<file path="src/rtl/queue_pkg.sv">
// queue_pkg: shared sizes and types for the byte queue
package queue_pkg;
    localparam int DEPTH = 8;
    localparam int WIDTH = 8;
    localparam int PTR_W = 3;
    localparam int CNT_W = 4;
    typedef logic [WIDTH-1:0] byte_t;
endpackage

</file>
<file path="src/rtl/byte_queue_if.sv">
// byte_queue_if: push/pop request bus and status outputs of the byte queue
interface byte_queue_if;
    import queue_pkg::*;
    byte_t              data_in;
    logic               enqueue_in;
    logic               dequeue_in;
    byte_t              data_out;
    logic [CNT_W-1:0]   len_out;
    logic               empty_out;
    logic               full_out;
    logic               err_out;
    modport master (output data_in, enqueue_in, dequeue_in,
                    input data_out, len_out, empty_out, full_out, err_out);
    modport slave (input data_in, enqueue_in, dequeue_in,
                   output data_out, len_out, empty_out, full_out, err_out);
endinterface

</file>
<file path="src/rtl/queue_mem.sv">
// queue_mem: register file, one synchronous write port, one asynchronous read port
module queue_mem #(
    parameter int DEPTH = 8,
    parameter int WIDTH = 8
) (
    input  logic                     clk,
    input  logic                     we,
    input  logic [$clog2(DEPTH)-1:0] waddr,
    input  logic [WIDTH-1:0]         wdata,
    input  logic [$clog2(DEPTH)-1:0] raddr,
    output logic [WIDTH-1:0]         rdata
);
    logic [WIDTH-1:0] mem [DEPTH];
    // storage is never reset; only slots already written are ever read
    always_ff @(posedge clk) begin
        if (we) mem[waddr] <= wdata;
    end
    assign rdata = mem[raddr];
endmodule

</file>
<file path="src/rtl/byte_queue.sv">
// byte_queue: 8-entry circular-buffer byte FIFO with reject pulse
import queue_pkg::*;
module byte_queue #(
    parameter int DEPTH = queue_pkg::DEPTH,
    parameter int WIDTH = queue_pkg::WIDTH
) (
    input  logic        clock_1MHz,
    input  logic        rst,
    byte_queue_if.slave bus
);
    logic [PTR_W-1:0] wptr, rptr;
    logic [CNT_W-1:0] count;
    byte_t            rdata;
    logic             do_enq, do_deq, reject;

    queue_mem #(.DEPTH(DEPTH), .WIDTH(WIDTH)) u_mem (
        .clk   (clock_1MHz),
        .we    (do_enq),
        .waddr (wptr),
        .wdata (bus.data_in),
        .raddr (rptr),
        .rdata (rdata)
    );

    // a pop frees a slot, so a push into a full queue is accepted when paired with a pop
    always_comb begin
        do_deq = bus.dequeue_in && count != '0;
        do_enq = bus.enqueue_in && (count != CNT_W'(DEPTH) || do_deq);
        reject = (bus.enqueue_in && !do_enq) || (bus.dequeue_in && !do_deq);
    end

    // pointers, occupancy, popped byte and error pulse
    always_ff @(posedge clock_1MHz or negedge rst) begin
        if (!rst) begin
            wptr         <= '0;
            rptr         <= '0;
            count        <= '0;
            bus.data_out <= '0;
            bus.err_out  <= 1'b0;
        end else begin
            if (do_enq) wptr <= wptr + 1'b1;
            if (do_deq) begin
                rptr         <= rptr + 1'b1;
                bus.data_out <= rdata;
            end
            count       <= count + CNT_W'(do_enq) - CNT_W'(do_deq);
            bus.err_out <= reject;
        end
    end

    assign bus.len_out   = count;
    assign bus.empty_out = count == '0;
    assign bus.full_out  = count == CNT_W'(DEPTH);
endmodule
</file>
<file path="src/flat_wrapper.sv">
// flat-port wrapper written by rule: the top's interface ports become plain ports
module byte_queue_flat 
#(
    parameter int DEPTH = queue_pkg::DEPTH,
    parameter int WIDTH = queue_pkg::WIDTH
)
  (clock_1MHz, rst, bus_data_in, bus_enqueue_in, bus_dequeue_in, bus_data_out, bus_len_out, bus_empty_out, bus_full_out, bus_err_out);
  byte_queue_if bus_i ();
  input  logic clock_1MHz;
  input  logic rst;
  input wire logic [$bits(bus_i.data_in)-1:0] bus_data_in;
  input wire logic [$bits(bus_i.enqueue_in)-1:0] bus_enqueue_in;
  input wire logic [$bits(bus_i.dequeue_in)-1:0] bus_dequeue_in;
  output wire logic [$bits(bus_i.data_out)-1:0] bus_data_out;
  output wire logic [$bits(bus_i.len_out)-1:0] bus_len_out;
  output wire logic [$bits(bus_i.empty_out)-1:0] bus_empty_out;
  output wire logic [$bits(bus_i.full_out)-1:0] bus_full_out;
  output wire logic [$bits(bus_i.err_out)-1:0] bus_err_out;
  assign bus_i.data_in = bus_data_in;
  assign bus_i.enqueue_in = bus_enqueue_in;
  assign bus_i.dequeue_in = bus_dequeue_in;
  assign bus_data_out = bus_i.data_out;
  assign bus_len_out = bus_i.len_out;
  assign bus_empty_out = bus_i.empty_out;
  assign bus_full_out = bus_i.full_out;
  assign bus_err_out = bus_i.err_out;
  byte_queue #(.DEPTH(DEPTH), .WIDTH(WIDTH)) u_core (.clock_1MHz(clock_1MHz), .rst(rst), .bus(bus_i));
endmodule
</file>
<file path="config.mk">
export PLATFORM = sky130hd
export DESIGN_NAME = byte_queue_flat
export DESIGN_NICKNAME = d
export VERILOG_FILES = /design/src/rtl/queue_pkg.sv /design/src/rtl/byte_queue_if.sv /design/src/rtl/queue_mem.sv /design/src/rtl/byte_queue.sv /design/src/flat_wrapper.sv
export SDC_FILE = /design/constraint.sdc
export NUM_CORES = 1
export LEC_CHECK = 0
export ABC_AREA = 1
export CORE_MARGIN = 2
export CORE_UTILIZATION = 52
export DETAILED_ROUTE_END_ITERATION = 8
export GPL_ROUTABILITY_DRIVEN = 0
export PLACE_DENSITY = 0.86
export SETUP_SLACK_MARGIN = 0.05
export SLEW_MARGIN = 20
export SYNTH_ARGS = -nofsm -noshare
export SYNTH_HDL_FRONTEND = slang
export SYNTH_SLANG_ARGS = --single-unit
</file>
<file path="constraint.sdc">
create_clock -name clock_1MHz -period 2.07 [get_ports clock_1MHz]
set_clock_uncertainty 0.05 [all_clocks]
set_input_delay 0.414 -clock clock_1MHz [delete_from_list [all_inputs] [get_ports clock_1MHz]]
set_output_delay 0.414 -clock clock_1MHz [all_outputs]
set_load 0.1 [all_outputs]
</file>
=== Word-level counts from Yosys, hierarchy flattened ===
Memories as Yosys holds them, arrays and structs flattened. A register that Yosys moved wholly into a read port is not among the register bits.
Index checks and enable logic that the tools add are counted.

* Flip-flop bits (word level): 11
* Latch bits: 0
* Bits in writable memories: 64
* ROM bits: 0
* Bits of input ports: 12
* Memories: 1

{| class="wikitable"
|+ Memories
! memory !! depth !! bits a word !! read ports !! clocked after memory_dff !! wr ports !! RTL line !! RTL
|-
| u_core.u_mem.mem || 8 || 8 || 1 || 1 || 1 || queue_mem.sv:13 || <nowiki>logic [WIDTH-1:0] mem [DEPTH];</nowiki>
|}

* Add/sub/neg operators: 4
* $mul: 0
* Divide/modulo/power cells: 0
* Magnitude comparators: 0
* Equality and inequality tests: 2
* Shift operators: 0
* Muxes and demuxes: 2
* Bitwise logic cells: 0
* Reductions and logical operators: 11

{| class="wikitable"
|+ Operator list
! cell !! count
|-
| 3-bit by 1-bit adder with 3-bit output, second input constant || 2
|-
| 4-bit by 1-bit adder with 4-bit output || 1
|-
| 4-bit == test, second input constant || 1
|-
| 1-bit logical AND || 4
|-
| 4-bit logical NOT || 1
|-
| 4-bit != test, second input constant || 1
|-
| 4-bit nonzero test || 1
|-
| 4-bit by 1-bit subtractor with 4-bit output || 1
|-
| 1-bit logical NOT || 3
|-
| 1-bit logical OR || 2
|-
| 1-bit 2-to-1 mux || 2
|}

=== Depth between registers and ports, before layout ===
* Depth after elaboration: 7
* Mapped depth: 12
* Mapped depth without buffers: 11

=== By module ===
A second synthesis with hierarchy kept.

* Cell total of the unflattened synthesis: 396
* Area, all modules: 3,819.9 um^2

{| class="wikitable"
|+ By module, submodules not included
! module !! times used !! cells each !! area an instance (um^2) !! seq. area each (um^2)
|-
| queue_mem || 1 || 295 || 2,890.3 || 1,921.8
|-
| byte_queue || 1 || 101 || 929.6 || 475.5
|}

=== Least setup slack after synthesis ===
No wires, ideal clock.

* Path kind: reg2reg
* Start: reg u_core.count[3] (netlist: u_core.bus.len_out[3])
* End: reg u_core.count[1] (netlist: u_core.bus.len_out[1])
* Arrival time: 3.052 ns
* Data required time: 1.956 ns
* Slack: -1.096 ns
* Stages on the path, launching flop included: 8
* Buffers on the path: 0
* Clock period less this slack: 3.166 ns
* Cell sequence: dfrtp_1 -> ha_1 -> nor3b_4 -> a21boi_4 -> ha_1 -> inv_1 -> fa_1 -> inv_1

* Longest elaborated chain between the ends: 6
* Elaborated cells between the ends (all ways): 7
* Those cells by class: add/sub (2); eq/ne (1); reduce/logical (4)

{| class="wikitable"
|+ Ends and longest elaborated chain
! what !! RTL line !! RTL
|-
| start: declaration || byte_queue.sv:12 || <nowiki>logic [CNT_W-1:0] count;</nowiki>
|-
| start signal: assignment || byte_queue.sv:46 || <nowiki>count <= count + CNT_W'(do_enq) - CNT_W'(do_deq);</nowiki>
|-
| 4-bit nonzero test || byte_queue.sv:27 || <nowiki>do_deq = bus.dequeue_in && count != '0;</nowiki>
|-
| 1-bit logical AND || byte_queue.sv:27 ||
|-
| 1-bit logical OR (*) || byte_queue.sv:28 || <nowiki>do_enq = bus.enqueue_in && (count != CNT_W'(DEPTH) || do_deq);</nowiki>
|-
| 1-bit logical AND (*) || byte_queue.sv:28 ||
|-
| net u_core.do_enq || byte_queue.sv:14 || <nowiki>logic do_enq, do_deq, reject;</nowiki>
|-
| 4-bit by 1-bit adder with 4-bit output (*) || byte_queue.sv:46 ||
|-
| 4-bit by 1-bit subtractor with 4-bit output (*) || byte_queue.sv:46 ||
|}

The timed path passes the listed nets; every way through them passes the cells marked *.
A chain may end at the register's enable or synchronous reset.

=== Worst setup path in the final report ===
* Start: reg u_core.count[2] (netlist: u_core.bus.len_out[2])
* End: out bus_full_out

* Longest elaborated chain between the ends: 1

{| class="wikitable"
|+ Ends and longest elaborated chain
! what !! RTL line !! RTL
|-
| 4-bit == test || byte_queue.sv:53 || <nowiki>assign bus.full_out = count == CNT_W'(DEPTH);</nowiki>
|-
| end: declaration || flat_wrapper.sv:17 || <nowiki>output wire logic [$bits(bus_i.full_out)-1:0] bus_full_out;</nowiki>
|}

Every way passes these cells.

==> reports/summary.txt <==
Max Freq: 454 MHz
top cell type by total area after synthesis: edfxtp_1
first-pass GRT wire length: 12.4 mm
largest net degree at the start of global routing: 34
1st-iter DRT viols: 401
Fin. Hold Viols: 0
Synth top cells by count: nand2_1, edfxtp_1, inv_1, nand3_1, dfrtp_1
max-slew violations: 0
drt pass-1 iters: 5
Peak VDD IR: 0.653 mV
final worst path period share: 1.06
Rel. slew slack: 0.578
post-route setup slack: -131 ps
worst-path cell chain: inv_4 > buf_6 > ha_4 > nor3b_4 > buf_6 > buf_12
Post-DRT Antenna Nets: 0
vias per std cell: 5.20
top cells by area, synth: edfxtp_1, dfrtp_1, nand2_1, nand3_1, inv_1
IO Port Bufs: 26
violated checks: setup timing
maximum buffer depth of the clock tree: 2
synthesized flop and latch total: 83
M3 GR Usage: 0.0603
pre-CTS setup slack: -181 ps
Async SR Flop Fraction: 0.229
vias: 2,623
initial antenna violation count: 0
Mapped Area: 3670 sq um
status: finished, violations left
most frequent cell after synthesis: nand2_1
CTS Buf Count: 9
Root Driver: clkbuf_8
Clock Latency Late Sink: 370 ps
grt ovf: 0
routed length per instance: 17.0 microns
fraction of layout cells with a size suffix above 1: 0.213
Critical Path End Type: output pin
number of synthesized flops with an enable pin: 64
Top FF cell, synth: edfxtp_1
Num Clock Sinks: 83
maxcap violations: 0
LEAKAGE: 2.00 nW
delay-heaviest family, CP: flip-flops
CP max FO: 2
synth-to-layout area growth: 23.9%
M1 GR Usage: 0.279
Core Footprint: 6790 sq um
residual DRC count: 0
Syn Area/Cell: 10.3 sq um
RSZ-0062 raised after global routing: true
Final #Nets: 424
total power: 7.05 mW
M2 GR Usage: 0.371
syn nets: 376
TritonCTS clock tree: built
Crit path top cell by count: buf_6
vias in the first global route: 2,544
Starting Density: 0.540
actual slew at the worst max-slew pin: 632 ps
cell with the largest stage delay on the worst path: dfrtp_4
Yosys top cell area share: 0.524
Worst EP arrival: 1740 ps
die area: 7740 sq um
drt total wl: 8.56 mm
H-tree levels: 3
num ports: 27
Crit Path Class: flop to output pin
HP Class: input pin to asynchronous set/reset pin
gr busiest metal: met2
Clock Pin Slew Worst Setup and Hold Paths: 80 ps
Total GRT Usage: 0.227
Synth warnings: 0
die height: 88.0 microns
worst path bufs/invs: 4
power per cell area: 1550 nW/um^2
ANT cells: 0
die span in x: 88.0 microns
number of library cell types mapped by synthesis: 22
post-detail-place hpwl: 5.42 mm
register area share after synthesis: 0.653
Setup-failing EPs final: 67
Post-Syn Instances: 355
Worst Setup Start Kind: flop
Critical Path RT: 1610 ps
CP max stage delay: 490 ps
site row count: 30
min Tclk post-route: 2200 ps
[worst reg2reg max path: stages, from the launching register on]
cell and delay [ps]:
dfrtp_4 490, inv_4 70, buf_6 100, ha_4 130, nor3b_4 260, buf_4 170
a21boi_4 60, ha_4 160, buf_4 120, buf_4 120, nand3_1 60, nand2_1 90
xnor2_1 190
[report_power, final]
part           internal [mW]  switching [mW]
clock                  0.559           0.576
combinational           1.05            2.45
sequential              2.16           0.253
total                   3.77            3.28
[registers in the layout, indices dropped and copies added (netlist names)]
| name | cells |
|---|---|
| u_core.bus.err_out | 1 |
| u_core.bus.data_out | 8 |
| u_core.wptr | 3 |
| u_core.bus.len_out | 4 |
| u_core.rptr | 3 |
| u_core.u_mem.mem | 64 |
[cell usage in the layout, fill, tap and decap left out, types with 2 or more instances in the layout]
cell type        Yosys  routed
buf_12               0       3
buf_4                5      28
buf_6                0       8
clkbuf_8             0       9
clkdlybuf4s50_1      0      11
clkinv_2             0       2
clkinvlp_4           0       2
dfrtp_1             19      15
dfrtp_2              0       2
dfrtp_4              0       2
edfxtp_1            64      64
ha_1                 8       4
ha_4                 0       4
inv_1               61      56
inv_2                4       7
nand2_1            111     110
nand2_8              0       2
nand3_1             49      49
nor2_4               0       8
o21ai_0              2       2
xnor2_1              3       3
xor2_1               2       2
[layer usage]
metal,routed length (microns),vias up
li1,-,1221
met1,3210,1226
met2,4290,141
met3,742,35
met4,326,0
met5,0,-
[layout make-up]
cell class / count / area, sq um
sequential: 83 / 2410
multi-input combinational: 193 / 1100
clock inverter: 6 / 65.1
inverter: 66 / 254
timing repair buffer: 50 / 470
clock buffer: 10 / 128
fill: 473 / 2250
tap: 96 / 120
[timing repair]
action / 4_1_cts / 5_1_grt
setup endpoints to repair: 17 / 69
hold buffers: 0 / 0
pin swaps: 5 / 5
resized for setup: 18 / 15
buffers inserted: 4 / 3
[kinds of logic after synthesis]
group / count (synthesis) / synth area share
AO/OA/AOI/OAI: 5 / 0.0109
XOR/XNOR: 5 / 0.0119
adder cells (fa/ha/maj): 9 / 0.0327
buffers and inverters: 79 / 0.0886
flip-flops: 83 / 0.653
AND/OR/NAND/NOR: 174 / 0.203
[metrics by stage]
stage / hold WS [ps] / utilization / area, sq um / setup TNS (ps) / cells
2_1_floorplan: 68.4 / - / 3720 / -33630 / 355
3_3_place_gp: 414 / 0.611 / 4150 / -4390 / 481
3_5_place_dp: 417 / 0.611 / 4150 / -7210 / 481
4_1_cts: 320 / 0.655 / 4450 / -80.9 / 501
5_1_grt: 343 / 0.669 / 4550 / -4860 / 504
6_report: 321 / 0.669 / 4550 / -1860 / 504
[worst paths after layout]
path,startpoint,end,slack (ps),cells after the start
max in group asynchronous,rst,u_core.bus.len_out[2]$_DFF_PN0_,1420,2
worst max-delay path,u_core.bus.len_out[2]$_DFF_PN0_,bus_full_out,-130,6
worst min-delay path,rst,u_core.bus.data_out[0]$_DFFE_PN0P_,320,2
worst min register to register,u_core.bus.data_out[6]$_DFFE_PN0P_,u_core.bus.data_out[6]$_DFFE_PN0P_,440,2
worst max register to register,u_core.bus.len_out[2]$_DFF_PN0_,u_core.bus.len_out[3]$_DFF_PN0_,-90,12
min in group clock_1MHz,u_core.bus.data_out[6]$_DFFE_PN0P_,u_core.bus.data_out[6]$_DFFE_PN0P_,440,2
Note: power is estimated with default switching activity, not from simulation.
